===== src/rtl/vga_disp_pkg.sv =====
// Shared types, constants and the caption LFSR step for the frame-synchronous
// display blocks.
package vga_disp_pkg;

  typedef enum logic [1:0] {
    IDLE,
    PENDING,
    SHOW
  } seq_state_t;

  localparam int H_AV_DEF = 640;
  localparam int V_AV_DEF = 480;

  localparam int                LFSR_W    = 5;
  localparam logic [LFSR_W-1:0] LFSR_SEED = 5'b00001;

  localparam int NUM_CAPTIONS = 10;

  function automatic logic [LFSR_W-1:0] lfsr_next(input logic [LFSR_W-1:0] cur);
    return {cur[3:0], cur[4] ^ cur[2]};
  endfunction

endpackage


===== src/rtl/digit_display_sequencer_if.sv =====
// Digit request channel: the source offers a digit with valid, the sequencer
// answers with ready.
interface digit_display_sequencer_if;

  logic [3:0] digitIn;
  logic       digitValid;
  logic       digitReady;

  modport master (
    output digitIn,
    output digitValid,
    input  digitReady
  );

  modport slave (
    input  digitIn,
    input  digitValid,
    output digitReady
  );

endinterface


===== src/rtl/frame_tick_gen.sv =====
// One-cycle pulse in the cycle after the pixel counters reach the first pixel of
// vertical blank; the edge detect keeps it to a single pulse per frame.
module frame_tick_gen
  import vga_disp_pkg::*;
#(
  parameter int H_AV = H_AV_DEF,
  parameter int V_AV = V_AV_DEF
) (
  input  logic       pixClk,
  input  logic       reset,
  input  logic [9:0] x,
  input  logic [9:0] y,
  output logic       vblankTick
);

  logic at_start;
  logic at_start_q;

  // A zero-width line (H_AV of 0) has no first pixel, so it never ticks.
  assign at_start = (x == '0) && (x < 10'(H_AV)) && (y == 10'(V_AV));

  always_ff @(posedge pixClk or posedge reset) begin
    if (reset) begin
      at_start_q <= 1'b0;
      vblankTick <= 1'b0;
    end else begin
      at_start_q <= at_start;
      vblankTick <= at_start && !at_start_q;
    end
  end

endmodule


===== src/rtl/digit_display_sequencer.sv =====
// Commits requested digits to video_gen only at vertical-blank start, picks a
// caption per commit and blanks after a hold time. Optional blink: DIGIT_BLINK_EN.
module digit_display_sequencer
  import vga_disp_pkg::*;
#(
  parameter int H_AV         = H_AV_DEF,
  parameter int V_AV         = V_AV_DEF,
  parameter int HOLD_FRAMES  = 300,
  parameter int BLINK_FRAMES = 60
) (
  input  logic                       pixClk,
  input  logic                       reset,
  input  logic [9:0]                 x,
  input  logic [9:0]                 y,
  digit_display_sequencer_if.slave   req,
  output logic [3:0]                 digit,
  output logic                       digitEn,
  output logic [3:0]                 txtSelect,
  output logic                       badDigit
);

  localparam int                HOLD_W    = (HOLD_FRAMES > 0) ? $clog2(HOLD_FRAMES + 1) : 1;
  localparam logic [HOLD_W-1:0] HOLD_LOAD = HOLD_W'(HOLD_FRAMES);

  seq_state_t        state, state_n;
  logic [3:0]        pending, pending_n;
  logic [3:0]        digit_n, txt_n;
  logic              en_n, bad_n, ready_n;
  logic [LFSR_W-1:0] lfsr, lfsr_n;
  logic [HOLD_W-1:0] holdCnt, hold_n;
  logic              vblankTick;
  logic              accept, take;
`ifdef DIGIT_BLINK_EN
  logic [2:0]        blink_cnt, blink_n;
`endif

  frame_tick_gen #(
    .H_AV (H_AV),
    .V_AV (V_AV)
  ) u_tick (
    .pixClk     (pixClk),
    .reset      (reset),
    .x          (x),
    .y          (y),
    .vblankTick (vblankTick)
  );

  assign accept = req.digitValid && req.digitReady;
  assign take   = accept && (req.digitIn <= 4'd9);

  always_ff @(posedge pixClk or posedge reset) begin
    if (reset) begin
      state          <= IDLE;
      pending        <= '0;
      digit          <= '0;
      digitEn        <= 1'b0;
      txtSelect      <= '0;
      badDigit       <= 1'b0;
      req.digitReady <= 1'b0;
      lfsr           <= LFSR_SEED;
      holdCnt        <= '0;
`ifdef DIGIT_BLINK_EN
      blink_cnt      <= '0;
`endif
    end else begin
      state          <= state_n;
      pending        <= pending_n;
      digit          <= digit_n;
      digitEn        <= en_n;
      txtSelect      <= txt_n;
      badDigit       <= bad_n;
      req.digitReady <= ready_n;
      lfsr           <= lfsr_n;
      holdCnt        <= hold_n;
`ifdef DIGIT_BLINK_EN
      blink_cnt      <= blink_n;
`endif
    end
  end

  always_comb begin
    state_n   = state;
    pending_n = pending;
    digit_n   = digit;
    en_n      = digitEn;
    txt_n     = txtSelect;
    lfsr_n    = lfsr;
    hold_n    = holdCnt;
    bad_n     = accept && !take;
`ifdef DIGIT_BLINK_EN
    blink_n   = blink_cnt;
`endif

    unique case (state)
      IDLE: begin
        if (take) begin
          pending_n = req.digitIn;
          state_n   = PENDING;
        end
      end

      PENDING: begin
        if (vblankTick) begin
          digit_n = pending;
          lfsr_n  = lfsr_next(lfsr);
          txt_n   = 4'(lfsr_n % NUM_CAPTIONS);
          hold_n  = HOLD_LOAD;
          en_n    = 1'b1;
          state_n = SHOW;
`ifdef DIGIT_BLINK_EN
          blink_n = '0;
`endif
        end
      end

      SHOW: begin
        // A zero hold count means "hold forever", so only a live count ticks down.
        if (vblankTick && holdCnt != '0) begin
          hold_n = holdCnt - HOLD_W'(1);
          if (holdCnt == HOLD_W'(1)) begin
            if (take) begin
              en_n = 1'b1;
            end else begin
              en_n    = 1'b0;
              state_n = IDLE;
            end
`ifdef DIGIT_BLINK_EN
          end else if (int'(hold_n) == BLINK_FRAMES) begin
            blink_n = '0;
          end else if (int'(holdCnt) <= BLINK_FRAMES) begin
            blink_n = blink_cnt + 3'd1;
            if (blink_cnt == 3'd7) begin
              en_n    = ~digitEn;
              blink_n = '0;
            end
`endif
          end
        end
        if (take) begin
          pending_n = req.digitIn;
          state_n   = PENDING;
        end
      end

      default: state_n = IDLE;
    endcase

    ready_n = (state_n != PENDING);
  end

endmodule


===== src/flat_wrapper.sv =====
// flat-port wrapper written by rule: the top's interface ports become plain ports
module digit_display_sequencer_flat import vga_disp_pkg::*;
#(
  parameter int H_AV         = H_AV_DEF,
  parameter int V_AV         = V_AV_DEF,
  parameter int HOLD_FRAMES  = 300,
  parameter int BLINK_FRAMES = 60
)
  (pixClk, reset, x, y, digit, digitEn, txtSelect, badDigit, req_digitIn, req_digitValid, req_digitReady);
  digit_display_sequencer_if req_i ();
  input  logic pixClk;
  input  logic reset;
  input  logic [9:0] x;
  input  logic [9:0] y;
  output logic [3:0] digit;
  output logic digitEn;
  output logic [3:0] txtSelect;
  output logic badDigit;
  input wire logic [$bits(req_i.digitIn)-1:0] req_digitIn;
  input wire logic [$bits(req_i.digitValid)-1:0] req_digitValid;
  output wire logic [$bits(req_i.digitReady)-1:0] req_digitReady;
  assign req_i.digitIn = req_digitIn;
  assign req_i.digitValid = req_digitValid;
  assign req_digitReady = req_i.digitReady;
  digit_display_sequencer #(.H_AV(H_AV), .V_AV(V_AV), .HOLD_FRAMES(HOLD_FRAMES), .BLINK_FRAMES(BLINK_FRAMES)) u_core (.pixClk(pixClk), .reset(reset), .x(x), .y(y), .req(req_i), .digit(digit), .digitEn(digitEn), .txtSelect(txtSelect), .badDigit(badDigit));
endmodule

===== config.mk =====
export PLATFORM = sky130hd
export DESIGN_NAME = digit_display_sequencer_flat
export DESIGN_NICKNAME = d
export VERILOG_FILES = /design/src/rtl/vga_disp_pkg.sv /design/src/rtl/digit_display_sequencer_if.sv /design/src/rtl/frame_tick_gen.sv /design/src/rtl/digit_display_sequencer.sv /design/src/flat_wrapper.sv
export SDC_FILE = /design/constraint.sdc
export NUM_CORES = 1
export LEC_CHECK = 0
export ABC_AREA = 1
export BUFFER_PORTS_ARGS = -buffer_cell sky130_fd_sc_hd__buf_2
export CAP_MARGIN = 20
export CORE_MARGIN = 2
export CORE_UTILIZATION = 54
export CTS_BUF_LIST = sky130_fd_sc_hd__clkbuf_4
export CTS_CLUSTER_SIZE = 40
export DETAILED_ROUTE_END_ITERATION = 12
export GPL_ROUTABILITY_DRIVEN = 0
export PLACE_DENSITY = 0.9
export SYNTH_ARGS = -nofsm -noshare
export SYNTH_HDL_FRONTEND = slang
export SYNTH_SLANG_ARGS = --single-unit

===== constraint.sdc =====
create_clock -name pixClk -period 2.1 [get_ports pixClk]
set_input_delay 0.63 -clock pixClk [delete_from_list [all_inputs] [get_ports pixClk]]
set_output_delay 0.63 -clock pixClk [all_outputs]
set_load 0.02 [all_outputs]

==> results by group <==
Floorplan
  • Initial Util: 57.4%
  • Die H: 61.2 microns
  • Total core area: 3080 sq um
  • Die area: 3750 sq um
  • Row cnt: 20
  • Ports: 38
  • Die Wd: 61.2 microns

Drt
  • DR vias/cell: 4.94
  • Post-DR wirelength/cell: 10.5 microns
  • Routed via count: 1602
  • Detailed Route WL: 3390 microns
  • Met2 WL: 1590 microns
  • Highest Signal Layer: met4
  • WL met1: 1560 microns
  • DRT antenna net count: 0
  • Initial DRC Count: 60
  • Met3 routed WL: 199 microns
  • DRT Pass-1 Iters: 4
  • DRC: 0

Cells and area
  • Fillers: 275
  • Fin nets: 309
  • Final Cell Area: 2070 sq um
  • Number of diodes: 0
  • Share of layout cells above drive strength 1: 24.3%
  • Area added between synthesis and finish: 17.2%
  • Final core utilization: 67.3%

Critical path
  • Worst setup SP type: register
  • CP Data Arrival Time: 1920 ps
  • Crit Path Class: reg2reg
  • Max FO, Critical Path: 6
  • Worst EP required: 2340 ps
  • Worst setup EP type: register

Outcome
  • Status: finished, final reports clean

Hold path
  • Hold WC Path Type: in2async

GRT
  • Gr ovfl total: 0
  • Overall Global Routing Usage: 21.4%
  • First-pass GRT wire length: 5950 microns
  • Antenna violations before repair: 0
  • Largest net degree at the start of global routing: 21
  • Vias in the first global route: 1446

Yosys
  • Most common cell in the netlist: nand2_1
  • Syn Nets: 266
  • Top-area cell type share of the netlist area: 45.3%
  • Syn avg cell area: 7.49 sq um
  • Synth Warn #: 0
  • Cell type with the largest total area after synthesis: dfrtp_1
  • Post-synthesis cell count: 236
  • Post-Syn Area: 1770 sq um
  • Seq/Total Area, Yosys: 46.8%
  • Post-synthesis sequential element count: 33
  • Top_reg_cell synth: dfrtp_1
  • Fraction of registers with async set/reset: 100%
  • Yosys cell types: 29
  • Ranking of synthesized cells by area: dfrtp_1, nand2_1, nand3_1, inv_1, nor2_1
  • Post-synth top cells: nand2_1, dfrtp_1, nand3_1, inv_1, nor2_1
  • Number of synthesized flops with an enable pin: 0

Clock network
  • Worst-skew pair later-pin latency: 340 ps
  • Htree depth: 2
  • Max clock buf depth: 2
  • Num CTS Buffers: 5
  • Hold Buf Count CTS: 0
  • CTS resizes: 0
  • Clk sinks: 33
  • Clock Root Buffer: clkbuf_4
  • Post-CTS Setup Bufs: 0
  • CTS tree: built
  • Clock-pin slew on the worst setup and hold paths: 100 ps

Timing
  • Max Fclk: 596 MHz
  • Setup TNS: 0 ps
  • Hold Fails Final Rpt: 0
  • Fin crit share: 79.9%
  • Min cycle time layout: 1680 ps
  • Final setup violation count: 0
  • Max Slew Vio Count: 0
  • Final hold slack: 252 ps
  • Clk_skew: 4.85 ps
  • Slew HR: 73.8%
  • RSZ-0062 raised after global routing: false
  • Least-Margin Pin Slew: 393 ps

Power and ir drop
  • Pwr dens: 674 nW/um^2
  • Pleak: 1.22 nW
  • Worst VDD drop: 0.442 mV

Placement
  • Dpl hpwl: 2630 microns
  • Placed cell areas: 1990 sq um
  • PortBufs: 37

Job
  • Maxcap violations: 0
critical path, cell delays in order (launching register included):
cell and delay, ps:
dfrtp_1 440, nor2_1 140, inv_1 60, ha_1 270, inv_1 50, nand2_1 40, nor2_1 80, nor2_1 60
nor2_1 150, nand2_1 100, nand2_1 60, nand2_1 40, nand2_1 50, nand2_1 40
report_power, final:
part           switching (mW)  total [mW]  leakage (nW)  internal (mW)
combinational           0.120       0.193         0.739         0.0730
sequential             0.0358       0.733         0.442          0.698
clock                   0.210       0.471        0.0433          0.261
cells in the final DEF, fill, tap and decap left out, drive strengths merged:
cell type / instances
nor4: 4
dfstp: 1
clkbuf: 6
dfrtp: 32
and2: 1
o21ai: 11
bufinv: 1
or2: 3
nor2: 20
inv: 27
ha: 3
nor3: 1
nand4: 1
nand3: 30
xnor2: 1
nand2: 92
buf: 40
xor2: 1
nor3b: 1
o211ai: 1
clkinv: 1
a21oi: 2
cell type report:
cell class / instances / area [sq um] / share of cell area (%)
Timing Repair Buffer: 40 / 208 / 10.0
Clock buffer: 6 / 45.0 / 2.17
Tap cell: 44 / 55.1 / 2.66
Inverter: 27 / 101 / 4.89
Multi-Input combinational cell: 172 / 802 / 38.7
Clock inverter: 2 / 33.8 / 1.63
Sequential cell: 33 / 827 / 39.9
routing by layer:
layer  GRT usage [%]  vias to the layer above
met4            7.14                        0
met1            28.6                      726
li1                -                      831
met3            5.88                        3
met2            33.9                       42
met5               0                        -
logic make-up (layout without fill, tap and decap cells):
group / Yosys count / after routing / share of synthesized area [%]
AO/OA/AOI/OAI: 14 / 14 / 4.32
buffers and inverters: 31 / 75 / 7.86
flip-flops: 33 / 33 / 46.8
AND/OR/NAND/NOR: 153 / 153 / 37.9
XOR/XNOR: 2 / 2 / 0.991
adder cells (fa/ha/maj): 3 / 3 / 2.12
final timing paths:
path	start	endpoint	slack, ps	depth (start not counted)
worst max-delay path	u_core.lfsr[2]	u_core.txtSelect[1]	420	13
worst min-delay path	reset	u_core.holdCnt[4]	250	2
worst max register to register	u_core.lfsr[2]	u_core.txtSelect[1]	420	13
worst min register to register	u_core.u_tick.at_start_q	u_core.u_tick.vblankTick	410	1
max in group asynchronous	reset	u_core.txtSelect[2]	1340	3
min in group pixClk	u_core.u_tick.at_start_q	u_core.u_tick.vblankTick	410	1
metrics by stage:
stage | instances | power [mW] | setup WS (ps)
after detailed placement | 316 | 0.941 | 431
final | 324 | 1.40 | 422
after global placement | 316 | 0.933 | 497
after global routing | 324 | 1.48 | 142
after CTS | 324 | 1.42 | 425
after floorplan | 236 | 0.864 | 554
state kept, by name, summed over array words and instances (netlist names):
signal	flops
u_core.state	2
u_core.u_tick.at_start_q	1
u_core.digit	4
u_core.badDigit	1
u_core.txtSelect	4
u_core.holdCnt	9
u_core.digitEn	1
u_core.lfsr	5
u_core.u_tick.vblankTick	1
u_core.pending	4
u_core.req.digitReady	1
No activity file was read; power rests on OpenSTA's default activity.
